$ cat config.mk
export PLATFORM = sky130hd
export DESIGN_NAME = seg_frame_serializer
export DESIGN_NICKNAME = d
export VERILOG_FILES = /design/src/rtl/seg_frame_serializer.sv
export SDC_FILE = /design/constraint.sdc
export NUM_CORES = 1
export LEC_CHECK = 0
export ABC_AREA = 1
export ABC_CLOCK_PERIOD_IN_PS = 4920
export CAP_MARGIN = 20
export CORE_UTILIZATION = 63
export CTS_BUF_LIST = sky130_fd_sc_hd__clkbuf_8 sky130_fd_sc_hd__clkbuf_16
export CTS_CLUSTER_DIAMETER = 200
export DETAILED_ROUTE_END_ITERATION = 8
export GPL_TIMING_DRIVEN = 1
export PLACE_DENSITY = 0.88
export SYNTH_ARGS = -nofsm -noshare
export SYNTH_HDL_FRONTEND = slang
export SYNTH_SLANG_ARGS = --single-unit
$ cat constraint.sdc
create_clock -name clk -period 4.92 [get_ports clk]
set_clock_uncertainty 0.2 [all_clocks]
set_input_delay 0.984 -clock clk [delete_from_list [all_inputs] [get_ports clk]]
set_output_delay 0.984 -clock clk [all_outputs]
set_load 0.02 [all_outputs]
$ cat src/rtl/seg_frame_serializer.sv
// Queues changed 7-segment vectors in a small FIFO and drains them as
// 10-bit serial frames: start, 7 data bits LSB first, even parity, stop.
module seg_frame_serializer #(
  parameter int unsigned DEPTH        = 4,
  parameter int unsigned CLKS_PER_BIT = 4
) (
  input  logic                     clk,
  input  logic                     rst_n,
  input  logic [6:0]               seg_in,
  input  logic                     seg_valid,
  input  logic                     clr_ovf,
  output logic                     sdo,
  output logic                     busy,
  output logic [$clog2(DEPTH):0]   fifo_count,
  output logic                     overflow
);

  localparam int unsigned SEG_W  = 7;
  localparam int unsigned PTR_W  = $clog2(DEPTH);
  localparam int unsigned CNT_W  = PTR_W + 1;
  localparam int unsigned BAUD_W = (CLKS_PER_BIT > 1) ? $clog2(CLKS_PER_BIT) : 1;
  localparam int unsigned LAST_BIT = SEG_W - 1;

  typedef enum logic [2:0] {IDLE, START, DATA, PARITY, STOP} state_e;

  state_e              state_q, state_d;
  logic [BAUD_W-1:0]   baud_q, baud_d;
  logic [2:0]          bit_q, bit_d;
  logic [SEG_W-1:0]    data_q, data_d;
  logic                sdo_d;
  logic                pop;
  logic                baud_tc;

  logic [SEG_W-1:0]    last_seg_q;
  logic [SEG_W-1:0]    mem [DEPTH];
  logic [PTR_W-1:0]    wr_ptr_q, rd_ptr_q;
  logic                push, push_acc, drop, full, empty;

  // Only vectors that differ from the previous sample are candidates.
  assign push     = seg_valid && (seg_in != last_seg_q);
  assign full     = (fifo_count == CNT_W'(DEPTH));
  assign empty    = (fifo_count == '0);
  assign push_acc = push && (!full || pop);
  assign drop     = push && full && !pop;
  assign baud_tc  = (baud_q == BAUD_W'(CLKS_PER_BIT - 1));

  always_ff @(posedge clk or negedge rst_n) begin
    if (!rst_n) begin
      state_q <= IDLE;
      baud_q  <= '0;
      bit_q   <= '0;
      data_q  <= '0;
      sdo     <= 1'b1;
      busy    <= 1'b0;
    end else begin
      state_q <= state_d;
      baud_q  <= baud_d;
      bit_q   <= bit_d;
      data_q  <= data_d;
      sdo     <= sdo_d;
      busy    <= (state_d != IDLE);
    end
  end

  // Next-state logic; sdo_d is the line level for the cycle after this edge.
  always_comb begin
    state_d = state_q;
    baud_d  = baud_tc ? '0 : baud_q + BAUD_W'(1);
    bit_d   = bit_q;
    data_d  = data_q;
    sdo_d   = sdo;
    pop     = 1'b0;
    case (state_q)
      IDLE: begin
        baud_d = '0;
        sdo_d  = 1'b1;
        if (!empty) begin
          pop     = 1'b1;
          data_d  = mem[rd_ptr_q];
          state_d = START;
          sdo_d   = 1'b0;
        end
      end
      START: begin
        if (baud_tc) begin
          state_d = DATA;
          bit_d   = '0;
          sdo_d   = data_q[0];
        end
      end
      DATA: begin
        if (baud_tc) begin
          if (bit_q == 3'(LAST_BIT)) begin
            state_d = PARITY;
            sdo_d   = ^data_q;
          end else begin
            bit_d = bit_q + 3'd1;
            sdo_d = data_q[bit_d];
          end
        end
      end
      PARITY: begin
        if (baud_tc) begin
          state_d = STOP;
          sdo_d   = 1'b1;
        end
      end
      STOP: begin
        if (baud_tc) begin
          // Chain straight into the next start bit when data is waiting.
          if (!empty) begin
            pop     = 1'b1;
            data_d  = mem[rd_ptr_q];
            state_d = START;
            sdo_d   = 1'b0;
          end else begin
            state_d = IDLE;
            sdo_d   = 1'b1;
          end
        end
      end
      default: begin
        state_d = IDLE;
        sdo_d   = 1'b1;
      end
    endcase
  end

  // Storage array carries no reset; pointers and count define validity.
  always_ff @(posedge clk) begin
    if (push_acc) mem[wr_ptr_q] <= seg_in;
  end

  always_ff @(posedge clk or negedge rst_n) begin
    if (!rst_n) begin
      wr_ptr_q   <= '0;
      rd_ptr_q   <= '0;
      fifo_count <= '0;
      last_seg_q <= '0;
      overflow   <= 1'b0;
    end else begin
      if (seg_valid) last_seg_q <= seg_in;
      if (push_acc)  wr_ptr_q   <= wr_ptr_q + PTR_W'(1);
      if (pop)       rd_ptr_q   <= rd_ptr_q + PTR_W'(1);
      case ({push_acc, pop})
        2'b10:   fifo_count <= fifo_count + CNT_W'(1);
        2'b01:   fifo_count <= fifo_count - CNT_W'(1);
        default: fifo_count <= fifo_count;
      endcase
      if (drop)         overflow <= 1'b1;
      else if (clr_ovf) overflow <= 1'b0;
    end
  end

endmodule
==> flow_metrics.env, run 1 <==
export IMPL_status="completed"
export IMPL_fillers=297
export IMPL_synth_top_family_by_area="simple AND/OR/NAND/NOR gates"
export IMPL_cts_tree="done"
export IMPL_syn_area_um2=2860
export IMPL_yosysMostFrequentCell="nand2_1"
export IMPL_synth_edf_count=28
export IMPL_yosysTopAreaCell="edfxtp_1"
export IMPL_io_buffer_count=16
export IMPL_hold_end="baud_q[0]$_DFF_PN0_"
export IMPL_drt_iter0_markers=152
export IMPL_synthFlopType="dfrtp_1"
export IMPL_cp_arrival_ns=3.30
export IMPL_yosysUniqueCellTypes=30
export IMPL_fmax_mhz=303
export IMPL_ctsHoldBuffers=0
export IMPL_tns_ns=0
export IMPL_clk_latency_ns=0.33
export IMPL_synth_cells=283
export IMPL_tightestPinTransition_ns=0.742
export IMPL_ioPinCount=17
export IMPL_ys_top_cells_by_area="edfxtp_1 (29%), dfrtp_1 (27%), nand2_1 (9.1%)"
export IMPL_syn_nets=303
export IMPL_place_ws_ns=1.29
export IMPL_vias_per_cell=5.52
export IMPL_hold_violations=0
export IMPL_clock_sinks=60
export IMPL_hp_class="flip-flop to flip-flop"
export IMPL_drive_gt1_share_pct=12.9
export IMPL_cts_resized=0
export IMPL_cp_end_kind="flip-flop"
export IMPL_irDropWorstVdd_v=0.000395
export IMPL_power_mw=2.03
export IMPL_gp_congestion=0.783
export IMPL_reg2reg_to="fifo_count[2]$_DFFE_PN0P_"
export IMPL_core_um2=4350
export IMPL_synthAdderAreaFrac_pct=4.20
export IMPL_htree_num_levels=3
export IMPL_relSlewSlack_pct=50.4
export IMPL_setup_viol=0
export IMPL_leakage_nw=1.43
export IMPL_synth_seq_cells=60
export IMPL_num_rows=24
export IMPL_antenna_left=0
export IMPL_syn2layout_area_growth_pct=13.4
export IMPL_synth_top_cell_area_share_pct=29.4
export IMPL_min_path_cells=1
export IMPL_die_h_um=69.4
export IMPL_wire_per_inst_um=14.9
export IMPL_die_w_um=69.4
export IMPL_final_max_slew_viol_count=0
export IMPL_setup_slack_ns=1.62
export IMPL_first_pass_iters=5
export IMPL_required_ns=4.93
export IMPL_clk_pin_slew_ns=0.06
export IMPL_synth_xor_area_share_pct=3.37
export IMPL_antenna_cells=0
export IMPL_antenna_found_initial=0
export IMPL_hpwl_mm=3.76
export IMPL_cts_buffers=9
export IMPL_rr_worst_depth=12
export IMPL_drc=0
export IMPL_period_share_pct=67.0
export IMPL_synth_compound_area_share_pct=6.08
export IMPL_fin_crit_ns=3.30
export IMPL_yosys_mux_area_fraction_pct=5.56
export IMPL_grt_setup_unrepaired="false"
export IMPL_grt_pass1_vias=2039
export IMPL_reg2reg_slack_ns=2.36
export IMPL_synthArstFlopShare_pct=53.3
export IMPL_critPathKind="input port to flip-flop"
export IMPL_synth_simple_area_share_pct=17.9
export IMPL_wirelength_mm=5.41
export IMPL_path_max_fanout=7
export IMPL_num_vias=2003
export IMPL_cts_root_buf="clkbuf_8"
export IMPL_start_util_pct=65.7
export IMPL_overflow=0
export IMPL_synth_warnings=0
export IMPL_ys_seq_area_share_pct=57.4
export IMPL_r2r_start="baud_q[0]$_DFF_PN0_"
export IMPL_dieArea_um2=4810
export IMPL_grt_pass1_wl_mm=9.19
export IMPL_final_net_count=326
export IMPL_synthTopCellsByCount="nand2_1 (69), dfrtp_1 (31), edfxtp_1 (28), nor2_1 (28), inv_1 (22)"
export IMPL_grt_max_degree=18
export IMPL_cp_start_kind="input port"
export IMPL_worstHoldStart="baud_q[0]$_DFF_PN0_"
export IMPL_drv_cap=0
export IMPL_post_cts_setup_buffers=0
export IMPL_clk_path_buf_depth=2
export IMPL_power_per_cell_area_nw_per_um2=625
export IMPL_grtUsageTotal_pct=25.1
export IMPL_avgSynthCellArea_um2=10.1
logic make-up (layout without fill, tap and decap cells):
| group | Yosys count | count (layout) |
|---|---|---|
| and+or+nand+nor | 119 | 119 |
| AOI/OAI and AO/OA | 32 | 32 |
| adders and majority gates | 9 | 9 |
| muxes | 15 | 15 |
| buffers and inverters | 37 | 65 |
| xor gates and xnor gates | 11 | 11 |
| DFF | 60 | 60 |
report_power, final:
part	total [mW]	internal (mW)	switching [mW]	leakage [nW]
registers	0.825	0.688	0.137	0.641
clock network	0.417	0.227	0.190	0.101
logic	0.786	0.309	0.477	0.684
total	2.03	1.22	0.805	1.43
per-stage QoR:
stage	cells	hold slack [ns]	cell area [um^2]	util [%]
2_1_floorplan	283	0.214	2860	-
3_3_place_gp	347	0.229	3060	70.3
5_1_grt	363	0.296	3240	74.5
4_1_cts	363	0.264	3240	74.5
6_report	363	0.271	3240	74.5
3_5_place_dp	347	0.255	3060	70.3
final cells by class:
cell class | count | area, um^2 | area share, %
multi-input combinational | 186 | 1060 | 32.7
clock buffer | 9 | 124 | 3.82
sequential | 60 | 1640 | 50.7
tap | 52 | 65.1 | 2.01
timing repair buffer | 17 | 168 | 5.17
clock inverter | 7 | 60.1 | 1.85
inverter | 32 | 123 | 3.78
state kept, by name, indices dropped and copies added (netlist names):
| register | cells |
|---|---|
| last_seg_q | 7 |
| state_q | 3 |
| sdo | 1 |
| bit_q | 3 |
| wr_ptr_q | 2 |
| overflow | 1 |
| fifo_count | 3 |
| busy | 1 |
| baud_q | 2 |
| mem | 28 |
| rd_ptr_q | 2 |
| data_q | 7 |
how the worst max path moves through the flow:
stage	start	end	depth (start not counted)
2_1_floorplan	seg_in[3]	fifo_count[2]$_DFFE_PN0P_	11
3_3_place_gp	seg_in[2]	fifo_count[2]$_DFFE_PN0P_	12
3_5_place_dp	seg_in[2]	fifo_count[2]$_DFFE_PN0P_	12
4_1_cts	seg_in[2]	fifo_count[2]$_DFFE_PN0P_	12
5_1_grt	seg_in[2]	fifo_count[2]$_DFFE_PN0P_	12
6_report	seg_in[2]	fifo_count[2]$_DFFE_PN0P_	12
cells in the final DEF, fill, tap and decap left out:
master            n
nand3_1           9
clkinv_2          3
mux2i_1           8
xnor2_1           7
nand4_1           3
edfxtp_1         28
inv_4             1
nor2_1           28
bufinv_16         1
nor2_2            1
clkdlybuf4s50_1  16
fa_1              1
xor2_1            4
ha_1              8
o211ai_1          1
o21ai_1           9
nand3_4           1
nand2_4           2
nand3_2           1
nand2_1          69
mux2_2            7
clkinvlp_4        1
inv_2             9
inv_1            24
dfrtp_1          31
nand2_2           2
clkbuf_8          9
dfstp_2           1
a21oi_1           4
buf_4             1
nor3_1            3
o21ai_0           9
o22ai_1           9
critical path: stages:
cell and delay (ns):
clkdlybuf4s50_1 0.60, xnor2_1 0.15, nand2_1 0.07, nor2_1 0.16
nand2_1 0.18, nand3_4 0.14, ha_1 0.16, inv_1 0.07
fa_1 0.38, a21oi_1 0.14, o21ai_0 0.11, xor2_1 0.15
routing by layer:
metal / vias to the layer above / track usage [%] / share of wire [%]
li1: 980 / - / -
met1: 970 / 28.1 / 42
met2: 42 / 44.8 / 53
met3: 11 / 5.52 / 3.0
met4: 0 / 12.7 / 2.2
met5: - / 0 / 0
Note: power is estimated with default switching activity, not from simulation.
==> run 2, diff against run 1 <==
Settings changed: ABC_CLOCK_PERIOD_IN_PS 4920 to 2750, CORE_UTILIZATION 63 to 53, PLACE_DENSITY 0.88 to 0.79.
Clock period 4.92 ns to 2.75 ns, I/O delays scaled along.
==> run 2 against run 1 <==
Net effect:
- die area grew 18%
- cell area is 4.6% higher
- sequential share of layout area down 2.2 points
- routed wire length decreased by 9.4%
- worst setup slack worse by 1.5 ns
- count of clock-buffer cells in the layout unchanged
- register-to-register slack got worse by 2.1 ns
- worst hold slack got worse by 0.022 ns
- combinational power grew 78%
- largest cell class unchanged
==> flow_metrics.env, run 2 (synthesized netlist as in run 1, its figures left out) <==
export IMPL_drv_cap=0
export IMPL_start_util_pct=55.6
export IMPL_cp_num_buf_inv=2
export IMPL_clock_sinks=60
export IMPL_cts_resized=0
export IMPL_dieArea_um2=5690
export IMPL_top_regs="mem x28, data_q x7, last_seg_q x7"
export IMPL_reg2reg_slack_ns=0.27
export IMPL_cts_buffers=9
export IMPL_cp_arrival_ns=2.59
export IMPL_first_pass_iters=4
export IMPL_wire_per_inst_um=12.4
export IMPL_irDropWorstVdd_v=0.000513
export IMPL_grt_pass1_vias=1908
export IMPL_grt_pass1_wl_mm=8.24
export IMPL_wirelength_mm=4.90
export IMPL_final_max_slew_viol_count=0
export IMPL_hold_end="baud_q[0]$_DFF_PN0_"
export IMPL_grt_max_degree=33
export IMPL_setup_viol=0
export IMPL_critPathMaxStageDelay_ns=0.50
export IMPL_fmax_mhz=387
export IMPL_antenna_cells=0
export IMPL_die_w_um=75.5
export IMPL_gp_congestion=0.789
export IMPL_vias_per_cell=5.04
export IMPL_cp_start_kind="input port"
export IMPL_hold_violations=0
export IMPL_largest_register_ffs=28
export IMPL_hpwl_mm=3.58
export IMPL_post_cts_setup_buffers=0
export IMPL_clk_path_buf_depth=2
export IMPL_r2r_start="baud_q[0]$_DFF_PN0_"
export IMPL_status="completed"
export IMPL_ioPinCount=17
export IMPL_hold_slack_ns=0.248
export IMPL_cts_tree="done"
export IMPL_drive_gt1_share_pct=16.6
export IMPL_setup_slack_ns=0.168
export IMPL_place_ws_ns=-0.180
export IMPL_clk_latency_ns=0.33
export IMPL_path_max_fanout=3
export IMPL_antenna_left=0
export IMPL_num_rows=26
export IMPL_layout_cells_most_common_list="nand2_1 (69), dfrtp_1 (31), nor2_1 (28), edfxtp_1 (28), inv_1 (23)"
export IMPL_required_ns=2.76
export IMPL_cpMostUsedCell="nand2_1"
export IMPL_grt_setup_unrepaired="false"
export IMPL_largest_register="mem"
export IMPL_syn2layout_area_growth_pct=18.6
export IMPL_num_vias=1989
export IMPL_io_buffer_count=16
export IMPL_relSlewSlack_pct=62.2
export IMPL_die_h_um=75.5
export IMPL_critical_path_cell_chain="clkdlybuf4s50_1 > xnor2_1 > nand2_1 > nor2_1 > nand2_1 > nand3_4 > ha_1 > inv_1 > fa_1 > a21oi_1 > o21ai_0 > xor2_1"
export IMPL_drc=0
export IMPL_cts_root_buf="clkbuf_8"
export IMPL_ctsHoldBuffers=0
export IMPL_hp_class="flip-flop to flip-flop"
export IMPL_cp_slowest_cell="clkdlybuf4s50_1"
export IMPL_min_path_cells=1
export IMPL_cp_end_kind="flip-flop"
export IMPL_fin_area_um2=3390
export IMPL_fillers=446
export IMPL_antenna_found_initial=0
export IMPL_layout_commonest_cell="nand2_1"
export IMPL_overflow=0
export IMPL_final_net_count=340
export IMPL_tightestPinTransition_ns=0.567
export IMPL_drt_iter0_markers=66
export IMPL_htree_num_levels=3
export IMPL_clk_pin_slew_ns=0.06
export IMPL_power_per_cell_area_nw_per_um2=1090
export IMPL_reg2reg_to="fifo_count[2]$_DFFE_PN0P_"
export IMPL_rr_worst_depth=12
export IMPL_core_um2=5140
export IMPL_leakage_nw=1.51
export IMPL_tns_ns=0
export IMPL_dpl_cell_area_um2=3190
export IMPL_critPathKind="input port to flip-flop"
export IMPL_critPathTopFamily="buffers and inverters"
export IMPL_period_share_pct=93.9
export IMPL_grtUsageTotal_pct=20.3
export IMPL_worstHoldStart="baud_q[0]$_DFF_PN0_"
export IMPL_fin_crit_ns=2.58
==> run 2: cell types whose count changed in the layout (fill, tap and decap cells not counted) <==
cell        before  now
buf_4            1   15
bufinv_16        1    2
clkinv_1         0    1
clkinvlp_4       1    0
inv_1           24   23
==> run 2: metal layers <==
metal | global-route usage [%] | part of all wire (%) | vias up
met1 | 22.9 | 44 | 926
met4 | 9.47 | 1.3 | 0
met5 | 0 | 0 | -
met2 | 34.8 | 50 | 45
met3 | 6.75 | 4.2 | 7
li1 | - | - | 1011
==> run 2: metrics by stage <==
step	util, %	power (mW)	std cells
after floorplan	-	2.51	283
after global placement	62.0	2.81	379
after detailed placement	62.0	2.88	379
after CTS	66.0	3.71	395
after global routing	66.0	3.98	395
final	66.0	3.69	395
==> run 2: how the worst max path moves through the flow <==
stage	start	end	slack, ns	depth (start not counted)
after floorplan	baud_q[0]$_DFF_PN0_	fifo_count[2]$_DFFE_PN0P_	0.42	12
after global routing	seg_in[3]	fifo_count[2]$_DFFE_PN0P_	0.03	12
after detailed placement	seg_in[3]	fifo_count[2]$_DFFE_PN0P_	-0.18	12
final	seg_in[3]	fifo_count[2]$_DFFE_PN0P_	0.17	12
after CTS	seg_in[3]	fifo_count[2]$_DFFE_PN0P_	0.16	12
after global placement	seg_in[3]	fifo_count[2]$_DFFE_PN0P_	-0.11	12
==> run 2: area by class of cell <==
cell class	instances	area [um^2]	area share, %
flip-flops and latches	60	1640	48.4
multi-input cells	186	1060	31.3
repair buffers	31	273	8.04
clock buffers	9	124	3.65
inverters	32	123	3.61
well taps	70	87.6	2.58
clock inverters	7	82.6	2.43
==> run 2: worst register-to-register path, cell delays in order, from the launching register on <==
cell,delay [ns]
dfrtp_1,0.38
ha_1,0.28
inv_2,0.13
nand2_2,0.09
nand2_4,0.12
nand2_4,0.08
nand3_4,0.10
ha_1,0.14
inv_1,0.06
fa_1,0.37
a21oi_1,0.15
o21ai_0,0.11
xor2_1,0.15
==> run 2: report_power, final <==
| part | switching (mW) | internal [mW] | total, mW |
|---|---|---|---|
| sequential | 0.228 | 1.23 | 1.46 |
| clock | 0.329 | 0.499 | 0.828 |
| combinational | 0.824 | 0.580 | 1.40 |
| total | 1.38 | 2.31 | 3.69 |
==> run 3, diff against run 2 <==
Settings changed: CAP_MARGIN 20 to unset.
==> results of run 3 <==
Same layout as run 2: the final DEF is identical, and so are final timing and power.
